[src/rtl/des_decryption_unroll4_pkg.sv]
// Package: des_decryption_unroll4_pkg
// Purpose: shared DES constants, FSM state type, permutation/S-box tables and
//          the combinational helpers (IP, IP^-1, Feistel f) used by the decryptor.
// Bit numbering: DES bit n (1 = MSB) of a W-bit value lives at vector index W-n.
package des_decryption_unroll4_pkg;

  localparam int KEY_W    = 48;
  localparam int BLK_W    = 64;
  localparam int HALF_W   = 32;
  localparam int KEYBUS_W = 768;

  typedef enum logic [1:0] {ST_IDLE, ST_ROUND, ST_DONE} state_t;

  localparam int IP_T [64] = '{
    58,50,42,34,26,18,10,2, 60,52,44,36,28,20,12,4,
    62,54,46,38,30,22,14,6, 64,56,48,40,32,24,16,8,
    57,49,41,33,25,17,9,1,  59,51,43,35,27,19,11,3,
    61,53,45,37,29,21,13,5, 63,55,47,39,31,23,15,7};

  localparam int IPINV_T [64] = '{
    40,8,48,16,56,24,64,32, 39,7,47,15,55,23,63,31,
    38,6,46,14,54,22,62,30, 37,5,45,13,53,21,61,29,
    36,4,44,12,52,20,60,28, 35,3,43,11,51,19,59,27,
    34,2,42,10,50,18,58,26, 33,1,41,9,49,17,57,25};

  localparam int E_T [48] = '{
    32,1,2,3,4,5,     4,5,6,7,8,9,     8,9,10,11,12,13, 12,13,14,15,16,17,
    16,17,18,19,20,21, 20,21,22,23,24,25, 24,25,26,27,28,29, 28,29,30,31,32,1};

  localparam int P_T [32] = '{
    16,7,20,21,29,12,28,17, 1,15,23,26,5,18,31,10,
    2,8,24,14,32,27,3,9,    19,13,30,6,22,11,4,25};

  // Each box is stored as its four 16-entry rows back to back, so the
  // index is simply {row, col} = {b1, b6, b2..b5}.
  localparam int SBOX [8][64] = '{
    '{14,4,13,1,2,15,11,8,3,10,6,12,5,9,0,7,   0,15,7,4,14,2,13,1,10,6,12,11,9,5,3,8,
      4,1,14,8,13,6,2,11,15,12,9,7,3,10,5,0,   15,12,8,2,4,9,1,7,5,11,3,14,10,0,6,13},
    '{15,1,8,14,6,11,3,4,9,7,2,13,12,0,5,10,   3,13,4,7,15,2,8,14,12,0,1,10,6,9,11,5,
      0,14,7,11,10,4,13,1,5,8,12,6,9,3,2,15,   13,8,10,1,3,15,4,2,11,6,7,12,0,5,14,9},
    '{10,0,9,14,6,3,15,5,1,13,12,7,11,4,2,8,   13,7,0,9,3,4,6,10,2,8,5,14,12,11,15,1,
      13,6,4,9,8,15,3,0,11,1,2,12,5,10,14,7,   1,10,13,0,6,9,8,7,4,15,14,3,11,5,2,12},
    '{7,13,14,3,0,6,9,10,1,2,8,5,11,12,4,15,   13,8,11,5,6,15,0,3,4,7,2,12,1,10,14,9,
      10,6,9,0,12,11,7,13,15,1,3,14,5,2,8,4,   3,15,0,6,10,1,13,8,9,4,5,11,12,7,2,14},
    '{2,12,4,1,7,10,11,6,8,5,3,15,13,0,14,9,   14,11,2,12,4,7,13,1,5,0,15,10,3,9,8,6,
      4,2,1,11,10,13,7,8,15,9,12,5,6,3,0,14,   11,8,12,7,1,14,2,13,6,15,0,9,10,4,5,3},
    '{12,1,10,15,9,2,6,8,0,13,3,4,14,7,5,11,   10,15,4,2,7,12,9,5,6,1,13,14,0,11,3,8,
      9,14,15,5,2,8,12,3,7,0,4,10,1,13,11,6,   4,3,2,12,9,5,15,10,11,14,1,7,6,0,8,13},
    '{4,11,2,14,15,0,8,13,3,12,9,7,5,10,6,1,   13,0,11,7,4,9,1,10,14,3,5,12,2,15,8,6,
      1,4,11,13,12,3,7,14,10,15,6,8,0,5,9,2,   6,11,13,8,1,4,10,7,9,5,0,15,14,2,3,12},
    '{13,2,8,4,6,15,11,1,10,9,3,14,5,0,12,7,   1,15,13,8,10,3,7,4,12,5,6,11,0,14,9,2,
      7,11,4,1,9,12,14,2,0,6,10,13,15,3,5,8,   2,1,14,7,4,10,8,13,15,12,9,0,3,5,6,11}};

  function automatic logic [BLK_W-1:0] ip(input logic [BLK_W-1:0] x);
    logic [BLK_W-1:0] y;
    for (int j = 0; j < BLK_W; j++) y[BLK_W-1-j] = x[BLK_W-IP_T[j]];
    return y;
  endfunction

  function automatic logic [BLK_W-1:0] ip_inv(input logic [BLK_W-1:0] x);
    logic [BLK_W-1:0] y;
    for (int j = 0; j < BLK_W; j++) y[BLK_W-1-j] = x[BLK_W-IPINV_T[j]];
    return y;
  endfunction

  // f(R,K) = P(S(E(R) ^ K))
  function automatic logic [HALF_W-1:0] feistel_f(input logic [HALF_W-1:0] r,
                                                 input logic [KEY_W-1:0]  k);
    logic [KEY_W-1:0]  e;
    logic [HALF_W-1:0] s;
    logic [HALF_W-1:0] p;
    logic [5:0]        six;
    for (int j = 0; j < KEY_W; j++) e[KEY_W-1-j] = r[HALF_W-E_T[j]];
    e = e ^ k;
    for (int b = 0; b < 8; b++) begin
      six = e[KEY_W-1-6*b -: 6];
      s[HALF_W-1-4*b -: 4] = SBOX[b][{six[5], six[0], six[4:1]}][3:0];
    end
    for (int j = 0; j < HALF_W; j++) p[HALF_W-1-j] = s[HALF_W-P_T[j]];
    return p;
  endfunction

endpackage

[src/rtl/des_decryption_unroll4_round_core.sv]
// Module: des_decryption_unroll4_round_core
// Purpose: one combinational DES Feistel round without the half swap.
// Ports:
//   l_in, r_in   in  32  current halves
//   round_key    in  48  subkey for this round
//   l_out, r_out out 32  L' = R, R' = L ^ f(R, K)
module des_decryption_unroll4_round_core
  import des_decryption_unroll4_pkg::*;
(
  input  logic [HALF_W-1:0] l_in,
  input  logic [HALF_W-1:0] r_in,
  input  logic [KEY_W-1:0]  round_key,
  output logic [HALF_W-1:0] l_out,
  output logic [HALF_W-1:0] r_out
);

  assign l_out = r_in;
  assign r_out = l_in ^ feistel_f(r_in, round_key);

endmodule

[src/rtl/des_decryption_unroll4.sv]
// Module: des_decryption_unroll4
// Purpose: iterative DES decryptor, 16 rounds as 16/UNROLL passes of UNROLL
//          chained rounds per clock. Keys arrive in encryption order (K1..K16)
//          and are consumed from the K16 end of a shift register.
// Ports:
//   clk, rst_n   clock, asynchronous active-low reset
//   start        request, sampled only in IDLE
//   ciphertext   64-bit block to decrypt (bit 1 = MSB)
//   round_keys   768-bit bus, Kn at DES bits [(n-1)*48+1 : n*48]
//   busy         high in ROUND and DONE
//   done         one-cycle pulse, result valid
//   result       IP^-1({R,L}), held until the next accepted start
module des_decryption_unroll4
  import des_decryption_unroll4_pkg::*;
#(
  parameter int UNROLL = 4
) (
  input  logic                clk,
  input  logic                rst_n,
  input  logic                start,
  input  logic [BLK_W-1:0]    ciphertext,
  input  logic [KEYBUS_W-1:0] round_keys,
  output logic                busy,
  output logic                done,
  output logic [BLK_W-1:0]    result
);

  localparam int PASSES = 16 / UNROLL;
  localparam int CW     = (PASSES > 1) ? $clog2(PASSES) : 1;

  state_t              state;
  logic [CW-1:0]       cnt;
  logic [BLK_W-1:0]    lr;
  logic [KEYBUS_W-1:0] key_reg;

  // K16 sits in the lowest 48 bits of the bus, so stage s of a pass takes
  // slice s from the bottom and the register shifts right after each pass.
  for (genvar s = 0; s < UNROLL; s++) begin : g_round
    logic [HALF_W-1:0] l_i, r_i, l_o, r_o;
    if (s == 0) begin : g_first
      assign l_i = lr[BLK_W-1:HALF_W];
      assign r_i = lr[HALF_W-1:0];
    end else begin : g_next
      assign l_i = g_round[s-1].l_o;
      assign r_i = g_round[s-1].r_o;
    end
    des_decryption_unroll4_round_core u_round (
      .l_in      (l_i),
      .r_in      (r_i),
      .round_key (key_reg[KEY_W*s +: KEY_W]),
      .l_out     (l_o),
      .r_out     (r_o)
    );
  end

  // FSM, pass counter, LR register and key shift register.
  // start outside IDLE is ignored entirely.
  always_ff @(posedge clk or negedge rst_n) begin
    if (!rst_n) begin
      state   <= ST_IDLE;
      cnt     <= '0;
      lr      <= '0;
      key_reg <= '0;
    end else begin
      case (state)
        ST_IDLE: begin
          if (start) begin
            lr      <= ip(ciphertext);
            key_reg <= round_keys;
            cnt     <= '0;
            state   <= ST_ROUND;
          end
        end
        ST_ROUND: begin
          lr      <= {g_round[UNROLL-1].l_o, g_round[UNROLL-1].r_o};
          key_reg <= key_reg >> (KEY_W * UNROLL);
          if (cnt == CW'(PASSES - 1)) begin
            cnt   <= '0;
            state <= ST_DONE;
          end else begin
            cnt <= cnt + 1'b1;
          end
        end
        ST_DONE: state <= ST_IDLE;
        default: state <= ST_IDLE;
      endcase
    end
  end

  assign busy   = (state != ST_IDLE);
  assign done   = (state == ST_DONE);
  // The final swap happens only here: output is IP^-1({R, L}).
  assign result = ip_inv({lr[HALF_W-1:0], lr[BLK_W-1:HALF_W]});

endmodule

[config.mk]
export PLATFORM = sky130hd
export DESIGN_NAME = des_decryption_unroll4
export DESIGN_NICKNAME = d
export VERILOG_FILES = /design/src/rtl/des_decryption_unroll4_pkg.sv /design/src/rtl/des_decryption_unroll4_round_core.sv /design/src/rtl/des_decryption_unroll4.sv
export SDC_FILE = /design/constraint.sdc
export NUM_CORES = 2
export LEC_CHECK = 0
export BUFFER_PORTS_ARGS = -buffer_cell sky130_fd_sc_hd__buf_2
export CORE_MARGIN = 2
export CORE_UTILIZATION = 50
export CTS_CLUSTER_DIAMETER = 120
export DETAILED_ROUTE_END_ITERATION = 8
export PLACE_DENSITY = 0.71
export SLEW_MARGIN = 20
export SYNTH_ARGS = -nofsm -noshare
export SYNTH_HDL_FRONTEND = slang
export SYNTH_HIERARCHICAL = 1
export SYNTH_SLANG_ARGS = --single-unit
[constraint.sdc]
create_clock -name clk -period 18.77 [get_ports clk]
set_input_delay 0.9385 -clock clk [delete_from_list [all_inputs] [get_ports clk]]
set_output_delay 0.9385 -clock clk [all_outputs]
set_load 0.005 [all_outputs]
Yosys cells after proc, flatten, opt, wreduce, memory -nomap -nowiden
Memories as Yosys holds them, arrays and structs flattened.
Index checks and enable logic that the tools add are counted.
{"block": "word_totals", "output_inout_bits": 66, "reg_bits": 836, "romBits": 65536, "n_memories": 32}
{"block": "classes", "n_mux": 74, "n_reduce_logical": 5, "magnitude_cmp": 32, "add_sub_neg": 1, "bitwise": 40, "eq_ne": 5}
{"memory": "(name not given)", "words": 64, "width": 32, "read_ports": 1, "rd_ports_with_merged_regs": 0, "write_ports": 0, "line": "des_decryption_unroll4_pkg.sv:77", "text": "s[HALF_W-1-4*b -: 4] = SBOX[b][{six[5], six[0], six[4:1]}][3:0];"}
{"memory": "(name not given)", "words": 64, "width": 32, "read_ports": 1, "rd_ports_with_merged_regs": 0, "write_ports": 0, "line": "des_decryption_unroll4_pkg.sv:77"}
{"memory": "(name not given)", "words": 64, "width": 32, "read_ports": 1, "rd_ports_with_merged_regs": 0, "write_ports": 0, "line": "des_decryption_unroll4_pkg.sv:77"}
{"memory": "(name not given)", "words": 64, "width": 32, "read_ports": 1, "rd_ports_with_merged_regs": 0, "write_ports": 0, "line": "des_decryption_unroll4_pkg.sv:77"}
{"memory": "(name not given)", "words": 64, "width": 32, "read_ports": 1, "rd_ports_with_merged_regs": 0, "write_ports": 0, "line": "des_decryption_unroll4_pkg.sv:77"}
{"memory": "(name not given)", "words": 64, "width": 32, "read_ports": 1, "rd_ports_with_merged_regs": 0, "write_ports": 0, "line": "des_decryption_unroll4_pkg.sv:77"}
{"memory": "+26 memories"}
{"operator": "one-hot mux 768 bit (2 select lines)", "n": 1}
{"operator": "2-to-1 mux 768 bit", "n": 1}
{"operator": "2-to-1 mux 4 bit", "n": 64}
{"operator": "greater-or-equal comparator 7 bit (second input constant)", "n": 32}
{"operator": "inverter 6 -> 7 bit", "n": 32}
{"operator": "bitwise XOR 48 bit", "n": 4}
{"operator": "one-hot mux 64 bit (2 select lines)", "n": 1}
{"operator": "bitwise XOR 32 bit", "n": 4}
{"operator": "2-to-1 mux 64 bit", "n": 1}
{"operator": "2-to-1 mux 2 bit", "n": 4}
{"operator": "one-hot mux 2 bit (2 select lines)", "n": 2}
{"operator": "equality test 2 bit (second input constant)", "n": 2}
{"operator": "inequality test 2 bit (second input constant)", "n": 2}
{"operator": "AND reduction 2 bit", "n": 2}
{"operator": "nonzero test 2 bit", "n": 2}
{"operator": "adder 2 x 1 -> 2 bit (second input constant)", "n": 1}
{"operator": "equality test 2 x 1 -> 1 bit (second input constant)", "n": 1}
{"operator": "zero test 2 bit", "n": 1}

Longest topological paths before layout
{"block": "logic_depth", "depth_word": 25, "depth_mapped": 36, "mapped_depth_nobuf": 36}

Modules after synthesis
Netlist, hierarchy kept.
{"module": "des_decryption_unroll4", "seq_area_each_um2": 20920.1, "cells_per_inst": 4179, "n_inst": 1, "area_each_um2": 38821.0}
{"module": "des_decryption_unroll4_round_core", "seq_area_each_um2": 0.0, "cells_per_inst": 747, "n_inst": 4, "area_each_um2": 5831.8}

Worst setup path before layout
No wires, ideal clock.
{"block": "synth_timing", "kind": "reg-to-reg", "start": "register lr[21]", "end": "register lr[30]", "stages_incl_launch_ff": 31, "required_ps": 18644, "setup_ps": 126, "path_slack_ps": 10208, "synth_period_minus_slack_ps": 8562, "arrival_ps": 8435, "n_path_buf": 2, "cell_sequence": "dfrtp_1 > xor2_1 > ha_1 > clkbuf_1 > mux4_2 > mux2i_1 > a21oi_1 > xnor2_1 > xor2_1 > inv_1 > ha_1 > mux4_2 > mux2i_1 > mux2i_1 > xor2_1 > xor2_1 > inv_2 > ha_1 > mux4_2 > nor2_1 > a21oi_1 > o211ai_2 > xor2_1 > xor2_1 > ha_1 > buf_1 > mux4_2 > mux4_2 > xnor2_1 > o22ai_1 > nor2_1"}
{"block": "synth_via", "elab_chain_cells": 25}
{"item": "from (decl)", "line": "des_decryption_unroll4.sv:33", "text": "logic [BLK_W-1:0] lr;"}
{"item": "from (signal assigned)", "line": "des_decryption_unroll4.sv:68", "text": "lr <= ip(ciphertext);"}
{"item": "from (signal assigned)", "line": "des_decryption_unroll4.sv:75", "text": "lr <= {g_round[UNROLL-1].l_o, g_round[UNROLL-1].r_o};"}
{"item": "bitwise XOR 48 bit", "line": "des_decryption_unroll4_pkg.sv:74", "text": "e = e ^ k;"}
{"item": "inverter 6 -> 7 bit (implied by the code)", "line": "des_decryption_unroll4_pkg.sv:77"}
{"item": "memory (64 x 32 bit)"}
{"item": "2-to-1 mux 4 bit (implied by the code) (2 in series)", "line": "des_decryption_unroll4_pkg.sv:77"}
{"item": "bitwise XOR 32 bit", "line": "des_decryption_unroll4_round_core.sv:18", "text": "assign r_out = l_in ^ feistel_f(r_in, round_key);"}
{"item": "net g_round[0].r_o[16]", "line": "des_decryption_unroll4.sv:39", "text": "logic [HALF_W-1:0] l_i, r_i, l_o, r_o;"}
{"item": "bitwise XOR 48 bit", "line": "des_decryption_unroll4_pkg.sv:74"}
{"item": "inverter 6 -> 7 bit (implied by the code)", "line": "des_decryption_unroll4_pkg.sv:77"}
{"item": "[... 4 more ...]"}
{"item": "net g_round[1].r_o[12]", "line": "des_decryption_unroll4.sv:39"}
{"item": "[... 6 more ...]"}
{"item": "net g_round[2].r_o[24]", "line": "des_decryption_unroll4.sv:39"}
{"item": "bitwise XOR 48 bit", "line": "des_decryption_unroll4_pkg.sv:74"}
{"item": "inverter 6 -> 7 bit (implied by the code)", "line": "des_decryption_unroll4_pkg.sv:77"}
{"item": "memory (64 x 32 bit)"}
{"item": "2-to-1 mux 4 bit (implied by the code) (2 in series)", "line": "des_decryption_unroll4_pkg.sv:77"}
{"item": "bitwise XOR 32 bit", "line": "des_decryption_unroll4_round_core.sv:18"}
{"item": "net g_round[3].r_o[30]", "line": "des_decryption_unroll4.sv:39"}
{"item": "one-hot mux 64 bit (2 select lines)", "line": "des_decryption_unroll4.sv:65", "text": "case (state)"}
The timed path passes the listed nets, and every way through them passes these cells. The select of a mux whose other input is x is not followed.
A chain may end at the register's enable or synchronous reset.

Worst setup path after layout
{"block": "layout_timing", "start": "register lr[9]", "end": "register lr[2]"}
The elaborated chain is that of the path after synthesis.

==> reports/qor.yml <==
outcome:
  status: "completed"
synth:
  synth_top_area_share_pct: 33.66
  avgSynthCellArea_sq_um: 8.671
  syn-cell-area_sq_um: 62150
  synth_warnings: 6
  synth_edf_count: 0
  synthTopCellsByArea: "dfrtp_1 (34%), nand3_1 (6.8%), ha_1 (5.0%)"
  ys_types: 66
  synth_common_cells: "nand3_1 (848), dfrtp_1 (836), nand2_1 (786), o21ai_0 (492), nor2_1 (483)"
  synth-main-ff-cell: "dfrtp_1"
  ys_seq_area_share_pct: 33.66
  yosysMostFrequentCell: "nand3_1"
  yosys.area.top_type: "dfrtp_1"
  synth_seq_cells: 836
  netlist_instances: 7167
  synth_nets: 8251
  synthArstFlopShare_pct: 100.0
clocking:
  clock_path_buffers: 3
  cts_resized: 0
  ctsHoldBuffers: 0
  cts_buffers: 95
  cts_tree: "built"
  cts_root_buffer: "clkbuf_16"
  htreeDepth: 3
  cts_sinks: 836
  clk_latency_ns: 0.75
  clk_pin_slew_ns: 0.06
  cts_setup_buffers: 0
global_routing:
  grt_pass1_vias: 56840
  overflow: 0
  antenna_found_initial: 101
  grt_max_degree: 193
  grt_first_pass_wirelength_um: 364300
  grt_usage_pct: 37.38
run:
  cap_violations: 0
worst_setup_path:
  cp_slowest_cell: "o311ai_0"
  crit_type: "reg -> reg"
  worstRegToRegCells: 28
  critPathArrivalTime_ns: 12.49
  cp_slowest_stage_delay_ns: 1.09
  path_max_fanout: 12
  crit_path_end_kind: "register"
  worst_ep_required_time_ns: 19.40
  cp-start-kind: "register"
sta:
  finalCritPeriodShare_pct: 63.17
  worst_pin_slew_ns: 1.305
  relSlewSlack_pct: 11.86
  maxSlewViolCount: 0
  fmax_mhz: 84.34
  grt_setup_unrepaired: "no"
  skew_ns: 0.05382
  hold_viol_final: 0
  setup_viol: 0
  tns_ns: 0
  fin_ws_ns: 6.913
  post-route-min-period_ns: 11.86
cells_and_area:
  synthToLayoutAreaGrowth_pct: 12.10
  nets: 8666
  largest_register_ffs: 768
  drive_above_1_share_pct: 19.18
  stdcell_count: 9373
  n_fill_cell: 11290
  utilization_pct: 56.42
detailed_routing:
  dr.pass1.iters: 8
  wl_per_cell_um: 26.38
  viasPerCell: 6.615
  ant_nets: 0
  drtIter0Drc: 7997
  drcViolationCount: 0
  dr_total_vias: 62000
  finalWirelength_um: 247300
floorplanning:
  initial_core_util_pct: 50.33
  fp.coreArea_sq_um: 123500
  fp.dieH_um: 356.6
  dieArea_sq_um: 127100
  rows: 129
  die_x_um: 356.6
  io_pins: 901
placed_design:
  portBuffers: 900
  place_hpwl_um: 177500
  routabilityCongestion: 0.9958
  pre_cts_ws_ns: 7.389
  dp.cells: 9122
min_path:
  hp-class: "in -> async"
==> final timing paths <==
| kind | startpoint | endpoint | slack (ns) |
|---|---|---|---|
| worst max-delay path | lr[9]$_DFFE_PN0P_ | lr[2]$_DFFE_PN0P_ | 6.91 |
| worst min-delay path | rst_n | key_reg[697]$_DFFE_PN0P_ | 0.23 |
| worst max register to register | lr[9]$_DFFE_PN0P_ | lr[2]$_DFFE_PN0P_ | 6.91 |
| worst min register to register | key_reg[662]$_DFFE_PN0P_ | key_reg[470]$_DFFE_PN0P_ | 0.46 |
| max in group asynchronous | rst_n | lr[22]$_DFFE_PN0P_ | 14.55 |
| min in group clk | round_keys[637] | key_reg[637]$_DFFE_PN0P_ | 0.42 |
==> cell families (layout without fill, tap and decap cells) <==
family                   count (synthesis)  count (layout)  share of synthesized area, %
AND/OR/NAND/NOR                       2273            2273                         15.89
buffers and inverters                  873            1366                         7.163
other                                    0              76                             0
AO/OA/AOI/OAI                         2176            2176                         23.70
XOR/XNOR                               512             512                         8.303
flip-flops                             836             836                         33.66
multiplexers                           248             248                         6.265
adder cells (fa/ha/maj)                249             249                         5.013
==> area by class of cell <==
type | count | area [sq um] | share of cell area, %
clock inverters | 38 | 576.8 | 0.8279
flip-flops and latches | 836 | 20930 | 30.04
well taps | 1637 | 2048 | 2.940
clock buffers | 137 | 2755 | 3.955
repair buffers | 1045 | 5653 | 8.114
diodes | 76 | 190.2 | 0.2730
inverters | 146 | 555.5 | 0.7974
multi-input cells | 5458 | 36960 | 53.05
==> metrics by stage <==
step / hold slack, ns / area (sq um)
2_1_floorplan: 0.4560 / 62150
3_3_place_gp: 0.4727 / 66010
3_5_place_dp: 0.4810 / 66020
4_1_cts: 0.2286 / 69360
5_1_grt: 0.2785 / 69660
6_report: 0.2275 / 69670
==> layer usage <==
| metal | share of wire (%) | global-route usage, % | up-vias |
|---|---|---|---|
| met5 | 0.12 | 0 | - |
| met4 | 6.4 | 22.55 | 50 |
| met3 | 10 | 9.688 | 684 |
| met2 | 44 | 55.08 | 3438 |
| met1 | 39 | 49.35 | 30400 |
| li1 | - | - | 27430 |
==> cells in the final DEF, fill, tap and decap left out, types with 23 or more instances in the layout <==
cell type / instances
mux4_2: 96
mux2i_1: 128
o21ai_0: 492
dfrtp_1: 834
xor2_1: 174
o211ai_1: 76
diode_2: 76
nand2_1: 786
xnor2_1: 237
ha_1: 249
buf_4: 141
o311ai_0: 23
a31oi_1: 88
o32ai_1: 268
a211oi_1: 76
o2111ai_1: 24
clkbuf_16: 95
inv_1: 109
o31ai_1: 41
nor2_1: 482
nor3_1: 92
inv_2: 28
xor2_2: 50
buf_2: 899
a211o_1: 24
nand3_1: 848
a22oi_1: 384
a21oi_1: 217
o22ai_1: 280
xnor2_2: 46
==> worst max-delay path, delay by kind of cell, from the launching register on <==
family | cells | cell delay [ns]
XOR/XNOR | 8 | 4.55
multiplexers | 4 | 2.14
AO/OA/AOI/OAI | 8 | 2.12
adder cells (fa/ha/maj) | 3 | 1.16
buffers and inverters | 3 | 0.88
flip-flops | 1 | 0.44
AND/OR/NAND/NOR | 2 | 0.41
Power is left out: the tool's default activity adds up to more than one toggle a clock period on the data nets, which glitch-free logic cannot reach.
